<file path="src/rtl/clock_timekeeper_if.sv">
// rtl/clock_timekeeper_if.sv - control, time and display signal bundle for clock_timekeeper
// Purpose: groups the run/load controls and the time/display outputs of the
//          timekeeper so they travel as one port.
// Signals: run, set_en, set_time[23:0], set_pm       (master -> slave)
//          set_err, hh, mm, ss, pm, sec_pulse,
//          tick_led, an[5:0], seg[6:0]               (slave -> master)
interface clock_timekeeper_if;
    logic        run;
    logic        set_en;
    logic [23:0] set_time;
    logic        set_pm;
    logic        set_err;
    logic [7:0]  hh;
    logic [7:0]  mm;
    logic [7:0]  ss;
    logic        pm;
    logic        sec_pulse;
    logic        tick_led;
    logic [5:0]  an;
    logic [6:0]  seg;

    modport master (
        output run, set_en, set_time, set_pm,
        input  set_err, hh, mm, ss, pm, sec_pulse, tick_led, an, seg
    );

    modport slave (
        input  run, set_en, set_time, set_pm,
        output set_err, hh, mm, ss, pm, sec_pulse, tick_led, an, seg
    );
endinterface

</file>
<file path="src/rtl/clock_timekeeper.sv">
// rtl/clock_timekeeper.sv - HH:MM:SS BCD timekeeper with load and 6-digit display scan
// Purpose: divides clk to a 1 s tick, keeps BCD time (24h or 12h+pm),
//          accepts validated loads and scans an active-low 7-segment display.
// Ports:   clk - system clock
//          rst - asynchronous active-high reset
//          bus - clock_timekeeper_if.slave (run/load in, time/display out)
module clock_timekeeper #(
    parameter int TICK_DIV   = 50000000,
    parameter int SCAN_DIV   = 50000,
    parameter bit MODE_12H   = 1'b0,
    parameter bit BLANK_LEAD = 1'b0
) (
    input  logic              clk,
    input  logic              rst,
    clock_timekeeper_if.slave bus
);
    localparam int PW = (TICK_DIV > 1) ? $clog2(TICK_DIV) : 1;
    localparam int SW = (SCAN_DIV > 1) ? $clog2(SCAN_DIV) : 1;
    localparam logic [PW-1:0] PRESC_MAX = PW'(TICK_DIV - 1);
    localparam logic [SW-1:0] SCAN_MAX  = SW'(SCAN_DIV - 1);
    localparam logic [23:0]   RST_TIME  = MODE_12H ? 24'h120000 : 24'h000000;

    // Digit 0 = ss_lo ... digit 5 = hh_hi: same order as set_time nibbles and scan index.
    logic [5:0][3:0] dig_q, dig_d;
    logic [PW-1:0]   presc_q, presc_d;
    logic [SW-1:0]   scan_q, scan_d;
    logic [2:0]      idx_q, idx_d;
    logic            pm_q, pm_d;
    logic            sec_pulse_q, sec_pulse_d;
    logic            set_err_q, set_err_d;
    logic            tick_led_q, tick_led_d;
    logic [5:0]      an_q, an_d;
    logic [6:0]      seg_q, seg_d;
    logic            tick;
    logic            load_ok;
    logic            carry;

    function automatic logic time_valid(input logic [23:0] t);
        logic ok;
        ok = 1'b1;
        for (int i = 0; i < 6; i++) begin
            if (t[i*4 +: 4] > 4'd9) ok = 1'b0;
        end
        if (t[7:4] > 4'd5 || t[15:12] > 4'd5) ok = 1'b0;
        if (MODE_12H) begin
            if (!((t[23:20] == 4'd0 && t[19:16] != 4'd0) ||
                  (t[23:20] == 4'd1 && t[19:16] <= 4'd2))) ok = 1'b0;
        end else begin
            if (!(t[23:20] < 4'd2 || (t[23:20] == 4'd2 && t[19:16] <= 4'd3))) ok = 1'b0;
        end
        return ok;
    endfunction

    function automatic logic [6:0] seg_code(input logic [3:0] d);
        case (d)
            4'd0:    return 7'b1000000;
            4'd1:    return 7'b1111001;
            4'd2:    return 7'b0100100;
            4'd3:    return 7'b0110000;
            4'd4:    return 7'b0011001;
            4'd5:    return 7'b0010010;
            4'd6:    return 7'b0000010;
            4'd7:    return 7'b1111000;
            4'd8:    return 7'b0000000;
            4'd9:    return 7'b0010000;
            default: return 7'b1111111;
        endcase
    endfunction

    assign tick    = bus.run && (presc_q == PRESC_MAX);
    assign load_ok = bus.set_en && time_valid(bus.set_time);

    always_comb begin
        presc_d     = presc_q;
        dig_d       = dig_q;
        pm_d        = pm_q;
        sec_pulse_d = 1'b0;
        set_err_d   = 1'b0;
        tick_led_d  = tick_led_q;
        carry       = 1'b1;

        if (bus.run) presc_d = tick ? '0 : presc_q + PW'(1);

        // A valid load wins over a coincident tick and restarts the second.
        if (load_ok) begin
            dig_d   = bus.set_time;
            pm_d    = MODE_12H ? bus.set_pm : 1'b0;
            presc_d = '0;
        end else if (tick) begin
            sec_pulse_d = 1'b1;
            tick_led_d  = ~tick_led_q;
            // Seconds and minutes: odd digits wrap after 5, even after 9.
            for (int i = 0; i < 4; i++) begin
                if (carry) begin
                    if (dig_q[i] == ((i % 2 == 1) ? 4'd5 : 4'd9)) begin
                        dig_d[i] = 4'd0;
                    end else begin
                        dig_d[i] = dig_q[i] + 4'd1;
                        carry    = 1'b0;
                    end
                end
            end
            if (carry) begin
                if (MODE_12H) begin
                    if (dig_q[5] == 4'd1 && dig_q[4] == 4'd1) begin
                        dig_d[5] = 4'd1;
                        dig_d[4] = 4'd2;
                        pm_d     = ~pm_q;
                    end else if (dig_q[5] == 4'd1 && dig_q[4] == 4'd2) begin
                        dig_d[5] = 4'd0;
                        dig_d[4] = 4'd1;
                    end else if (dig_q[4] == 4'd9) begin
                        dig_d[5] = dig_q[5] + 4'd1;
                        dig_d[4] = 4'd0;
                    end else begin
                        dig_d[4] = dig_q[4] + 4'd1;
                    end
                end else begin
                    if (dig_q[5] == 4'd2 && dig_q[4] == 4'd3) begin
                        dig_d[5] = 4'd0;
                        dig_d[4] = 4'd0;
                    end else if (dig_q[4] == 4'd9) begin
                        dig_d[5] = dig_q[5] + 4'd1;
                        dig_d[4] = 4'd0;
                    end else begin
                        dig_d[4] = dig_q[4] + 4'd1;
                    end
                end
            end
        end

        if (bus.set_en && !load_ok) set_err_d = 1'b1;
    end

    // an and seg are computed from next-state index and next-state time so both
    // land on the same edge and always describe the same digit.
    always_comb begin
        scan_d = (scan_q == SCAN_MAX) ? '0 : scan_q + SW'(1);
        idx_d  = idx_q;
        if (scan_q == SCAN_MAX) idx_d = (idx_q == 3'd5) ? 3'd0 : idx_q + 3'd1;
        an_d = ~(6'b000001 << idx_d);
        if (BLANK_LEAD && idx_d == 3'd5 && dig_d[5] == 4'd0) seg_d = 7'b1111111;
        else seg_d = seg_code(dig_d[idx_d]);
    end

    always_ff @(posedge clk or posedge rst) begin
        if (rst) begin
            dig_q       <= RST_TIME;
            presc_q     <= '0;
            scan_q      <= '0;
            idx_q       <= 3'd0;
            pm_q        <= 1'b0;
            sec_pulse_q <= 1'b0;
            set_err_q   <= 1'b0;
            tick_led_q  <= 1'b0;
            an_q        <= 6'b111110;
            seg_q       <= 7'b1000000;
        end else begin
            dig_q       <= dig_d;
            presc_q     <= presc_d;
            scan_q      <= scan_d;
            idx_q       <= idx_d;
            pm_q        <= pm_d;
            sec_pulse_q <= sec_pulse_d;
            set_err_q   <= set_err_d;
            tick_led_q  <= tick_led_d;
            an_q        <= an_d;
            seg_q       <= seg_d;
        end
    end

    assign bus.hh        = {dig_q[5], dig_q[4]};
    assign bus.mm        = {dig_q[3], dig_q[2]};
    assign bus.ss        = {dig_q[1], dig_q[0]};
    assign bus.pm        = pm_q;
    assign bus.sec_pulse = sec_pulse_q;
    assign bus.set_err   = set_err_q;
    assign bus.tick_led  = tick_led_q;
    assign bus.an        = an_q;
    assign bus.seg       = seg_q;
endmodule

</file>
<file path="src/flat_wrapper.sv">
// flat-port wrapper written by rule: the top's interface ports become plain ports
module clock_timekeeper_flat 
#(
    parameter int TICK_DIV   = 50000000,
    parameter int SCAN_DIV   = 50000,
    parameter bit MODE_12H   = 1'b0,
    parameter bit BLANK_LEAD = 1'b0
)
  (clk, rst, bus_run, bus_set_en, bus_set_time, bus_set_pm, bus_set_err, bus_hh, bus_mm, bus_ss, bus_pm, bus_sec_pulse, bus_tick_led, bus_an, bus_seg);
  clock_timekeeper_if bus_i ();
  input  logic clk;
  input  logic rst;
  input wire logic [$bits(bus_i.run)-1:0] bus_run;
  input wire logic [$bits(bus_i.set_en)-1:0] bus_set_en;
  input wire logic [$bits(bus_i.set_time)-1:0] bus_set_time;
  input wire logic [$bits(bus_i.set_pm)-1:0] bus_set_pm;
  output wire logic [$bits(bus_i.set_err)-1:0] bus_set_err;
  output wire logic [$bits(bus_i.hh)-1:0] bus_hh;
  output wire logic [$bits(bus_i.mm)-1:0] bus_mm;
  output wire logic [$bits(bus_i.ss)-1:0] bus_ss;
  output wire logic [$bits(bus_i.pm)-1:0] bus_pm;
  output wire logic [$bits(bus_i.sec_pulse)-1:0] bus_sec_pulse;
  output wire logic [$bits(bus_i.tick_led)-1:0] bus_tick_led;
  output wire logic [$bits(bus_i.an)-1:0] bus_an;
  output wire logic [$bits(bus_i.seg)-1:0] bus_seg;
  assign bus_i.run = bus_run;
  assign bus_i.set_en = bus_set_en;
  assign bus_i.set_time = bus_set_time;
  assign bus_i.set_pm = bus_set_pm;
  assign bus_set_err = bus_i.set_err;
  assign bus_hh = bus_i.hh;
  assign bus_mm = bus_i.mm;
  assign bus_ss = bus_i.ss;
  assign bus_pm = bus_i.pm;
  assign bus_sec_pulse = bus_i.sec_pulse;
  assign bus_tick_led = bus_i.tick_led;
  assign bus_an = bus_i.an;
  assign bus_seg = bus_i.seg;
  clock_timekeeper #(.TICK_DIV(TICK_DIV), .SCAN_DIV(SCAN_DIV), .MODE_12H(MODE_12H), .BLANK_LEAD(BLANK_LEAD)) u_core (.clk(clk), .rst(rst), .bus(bus_i));
endmodule
</file>
<file path="config.mk">
export PLATFORM = sky130hd
export DESIGN_NAME = clock_timekeeper_flat
export DESIGN_NICKNAME = d
export VERILOG_FILES = /design/src/rtl/clock_timekeeper_if.sv /design/src/rtl/clock_timekeeper.sv /design/src/flat_wrapper.sv
export SDC_FILE = /design/constraint.sdc
export NUM_CORES = 1
export LEC_CHECK = 0
export ABC_CLOCK_PERIOD_IN_PS = 8180
export CORE_UTILIZATION = 40
export CTS_CLUSTER_DIAMETER = 30
export DETAILED_ROUTE_END_ITERATION = 8
export DONT_BUFFER_PORTS = 1
export HOLD_SLACK_MARGIN = 0.03
export PLACE_DENSITY = 0.64
export SYNTH_ARGS = -nofsm -noshare
export SYNTH_HDL_FRONTEND = slang
export SYNTH_SLANG_ARGS = --single-unit
</file>
<file path="constraint.sdc">
create_clock -name clk -period 8.18 [get_ports clk]
set_input_delay 2.045 -clock clk [delete_from_list [all_inputs] [get_ports clk]]
set_output_delay 2.045 -clock clk [all_outputs]
set_load 0.02 [all_outputs]
</file>
==> results <==
- The run finished with clean final reports.
- The filler cells instantiated in the layout total 1,201.
- The total overflow left after global routing is 0.
- The worst setup path is launched from an input pin.
- For this run, the number of Yosys warnings is 0.
- The number of different library cells in the post-synthesis netlist is 65.
- The clock net sink count is 85.
- The H-tree depth reported by CTS is 3.
- The all-layer global routing usage is 21.4%.
- The first-iteration detailed-routing DRC count is 399.
- The first global-routing pass estimated 21,100 microns of wire.
- Headroom to the max-slew limit came out at 27.9%.
- Counting every net in the synthesized netlist gives 578.
- Dividing the detail-routed wire length by the instance count gives 18.4 microns.
- The startpoint of the worst register-to-register path is u_core.scan_q[5].
- Once layout is done, the placed cells without fillers occupy 0.00544 sq mm.
- The kind of critical path is input pin to register.
- The endpoint of the most critical register-to-register path is u_core.bus.seg[0].
- The final critical delay including setup and external delays is 5.26 ns.
- In the layout the commonest cells are 79 x sky130_fd_sc_hd__dfrtp_1, 63 x sky130_fd_sc_hd__nor2_1, 38 x sky130_fd_sc_hd__nand2_1, 24 x sky130_fd_sc_hd__xor2_1.
- The register area share after synthesis is 42.7%.
- The final number of max-transition violations is 0.
- In this run the count of I/O pins placed on the die edge is 70.
- The via count of the first global-routing pass was 4,035.
- After detailed routing, the total wire length is 13,000 microns.
- The detail route stage leaves a number of antenna-violating nets equal to 0.
- The standard cell core area is 0.0121 sq mm.
- Timing would allow up to 190 MHz.
- Setup repair after global routing left no endpoint under its margin.
- Synthesis handed over a netlist of 538 instances.
- The critical path starts at bus_set_time[23].
- The final layout contains 574 nets.
- The post-route DRC violation count is 0.
- STA puts the critical path data arrival time at 5.45 ns.
- The sum of negative setup slack is 0 ns.
- The worst setup skew after layout is 0.0141 ns.
- STA classifies the critical path endpoint as a register.
- Clock-pin slew was measured on the worst setup and hold paths at 0.06 ns.
- The die covers 0.0129 sq mm.
- The maximum number of pins on one net before global-route repair is 86.
- The width of the die is 114 microns.
- The first detailed-routing pass ran for 5 iterations.
- Counting flops with an async set or reset pin after synthesis yields a share of 100%.
- The final-report hold violation count is 0.
- The area of the multi-input gates is 0.00269 sq mm.
- Overall power consumption after layout is estimated at 1.03 mW.
- The average instance in the mapped netlist occupies 9.28 sq um.
- The beginning of the worst hold path is u_core.scan_q[13].
- For this block, the via count after detailed routing is 4,158.
- The required time of the critical path is 8.37 ns.
- In this run the clock root is driven by a sky130_fd_sc_hd__clkbuf_16.
- The initial antenna violation count is 0.
- The critical path endpoint is u_core.bus.seg[0].
- From bottom edge to top edge, the die measures 114 microns.
- The mapped netlist covers 0.00499 sq mm.
- The HPWL after detailed placement is 9350 microns.
- The post-CTS setup buffer count is 0.
- The reg-to-reg setup timing slack is 4.01 ns.
- The most common cell after layout, fill and taps aside is sky130_fd_sc_hd__dfrtp_1.
- In this run the power density over the cells is 189 mW/mm^2.
- The flip-flop and latch area is 0.00213 sq mm.
- The path category of the worst min-delay check is register to register.
- From synthesis to final layout, the design area changed by 8.95%.
- The buffer depth of the longest clock path is 2.
- After detailed placement, the total cell area comes to 0.00514 sq mm.
- The leakage component of the power is 2.35 nW.
- Dividing the final minimum period by the clock period gives 64.3%.
- For this design, the CTS-stage hold fixing added 0 buffers.
- The number of enable-type register cells in the synthesized netlist is 0.
- The initial core utilization is 41.2%.
- The maximum vdd ir drop is 0.112 mV.
- The share of cells above drive strength 1 is 7.98%.
- The number of cells in the finished layout apart from fillers is 707.
- The repair_antennas step left the layout with diodes totalling 0.
- Row generation in the floorplan step produced 40 rows.
- The count of instances resized after the clock tree is built is 0.
- Input and output buffers added on the ports amount to 0.
- The CTS tree is yes.
- For the worst-skew pair, the clock arrives at the later sink with an insertion delay of 0.36 ns.
- The max-cap violation count is 0.
- The instance count after placement with tap cells included is 691.
- The slew at the pin with the worst max-slew slack is 1.08 ns.
- The placer's final routability congestion estimate is 0.879.
- The via density per instance is 5.88.
- The maximum net fanout on the critical path is 33.
- For this run, the leading register cell type out of synthesis is sky130_fd_sc_hd__dfrtp_1.
- The depth of the most critical reg-to-reg path is 12.
- The number of synthesized register bits is 85.
- Setup violations remaining at the end of the flow were counted as 0.
- The CTS buffer count is 9.
routing by layer:
| layer | GRT usage (%) | share of wire, % |
|---|---|---|
| met4 | 9.56 | 2.3 |
| met2 | 33.3 | 46 |
| met5 | 0 | 0 |
| met3 | 5.53 | 7.2 |
| met1 | 27.9 | 44 |
final cells by class:
cell class | count | share of cell area [%]
Clock buffer | 9 | 4.14
Inverter | 21 | 1.47
Clock inverter | 7 | 1.36
Multi-Input combinational cell | 414 | 49.5
Tap cell | 168 | 3.86
Timing Repair Buffer | 3 | 0.414
Sequential cell | 85 | 39.2
registers in the layout, summed over array words and instances, names as in the netlist:
register / flops
u_core.bus.an: 6
u_core.bus.hh: 8
u_core.bus.mm: 8
u_core.bus.sec_pulse: 1
u_core.bus.seg: 7
u_core.bus.set_err: 1
u_core.bus.ss: 8
u_core.bus.tick_led: 1
u_core.idx_q: 3
u_core.presc_q: 26
u_core.scan_q: 16
how the worst min path moves through the flow:
stage,cells after the start,to,slack [ns]
final,1,u_core.scan_q[13],0.50
after global routing,1,u_core.scan_q[13],0.54
after CTS,1,u_core.scan_q[13],0.50
after detailed placement,1,u_core.scan_q[13],0.49
after global placement,1,u_core.scan_q[0],0.49
after floorplan,1,u_core.scan_q[13],0.45
power by group:
part,internal (mW),total (mW),switching [mW]
clock,0.238,0.416,0.178
combinational,0.0470,0.107,0.0604
sequential,0.447,0.505,0.0576
synthesized netlist by cell type, types with 6 or more instances:
cell	n	share of area [%]
sky130_fd_sc_hd__nand4_1	17	2.1
sky130_fd_sc_hd__nand2_1	38	2.9
sky130_fd_sc_hd__mux2i_1	8	1.6
sky130_fd_sc_hd__nor3_1	9	0.90
sky130_fd_sc_hd__nor4_1	8	1.0
sky130_fd_sc_hd__and3_1	12	1.5
sky130_fd_sc_hd__nor2b_1	11	1.4
sky130_fd_sc_hd__o21ai_0	17	1.7
sky130_fd_sc_hd__nand3_1	23	2.3
sky130_fd_sc_hd__clkbuf_1	15	1.1
sky130_fd_sc_hd__inv_1	21	1.6
sky130_fd_sc_hd__or3_1	13	1.6
sky130_fd_sc_hd__dfrtp_1	79	40
sky130_fd_sc_hd__nand2b_1	9	1.1
sky130_fd_sc_hd__nor2_1	63	4.7
sky130_fd_sc_hd__a21oi_1	23	2.3
sky130_fd_sc_hd__o21a_1	9	1.4
sky130_fd_sc_hd__dfstp_2	6	3.2
sky130_fd_sc_hd__o41ai_1	6	1.1
sky130_fd_sc_hd__xnor2_1	15	2.6
sky130_fd_sc_hd__xor2_1	24	4.2
sky130_fd_sc_hd__ha_1	11	2.8
worst max-delay path, cell delays in order:
cell	delay (ns)
sky130_fd_sc_hd__nor4_1	0.51
sky130_fd_sc_hd__nand3_1	0.28
sky130_fd_sc_hd__or4b_2	1.11
sky130_fd_sc_hd__o21ai_0	0.44
sky130_fd_sc_hd__o211ai_1	0.17
sky130_fd_sc_hd__or4_4	0.52
sky130_fd_sc_hd__mux2i_1	0.23
sky130_fd_sc_hd__a32oi_1	0.13
per-stage QoR:
| step | hold WS, ns | util [%] | setup slack [ns] |
|---|---|---|---|
| 2_1_floorplan | 0.448 | - | 3.25 |
| 3_3_place_gp | 0.489 | 42.4 | 2.74 |
| 3_5_place_dp | 0.495 | 42.4 | 2.64 |
| 4_1_cts | 0.504 | 44.9 | 2.99 |
| 5_1_grt | 0.535 | 44.9 | 2.77 |
| 6_report | 0.503 | 44.9 | 2.92 |
cell families after synthesis:
kind of cell             after synthesis  synth area share [%]
adder cells (fa/ha/maj)               11                  2.76
AND/OR/NAND/NOR                      243                  26.6
buffers and inverters                 39                  3.31
multiplexers                          11                  2.28
AO/OA/AOI/OAI                        109                  15.4
flip-flops                            85                  42.7
XOR/XNOR                              39                  6.84
other                                  1                0.0751
(Power assumes the default switching activity.)
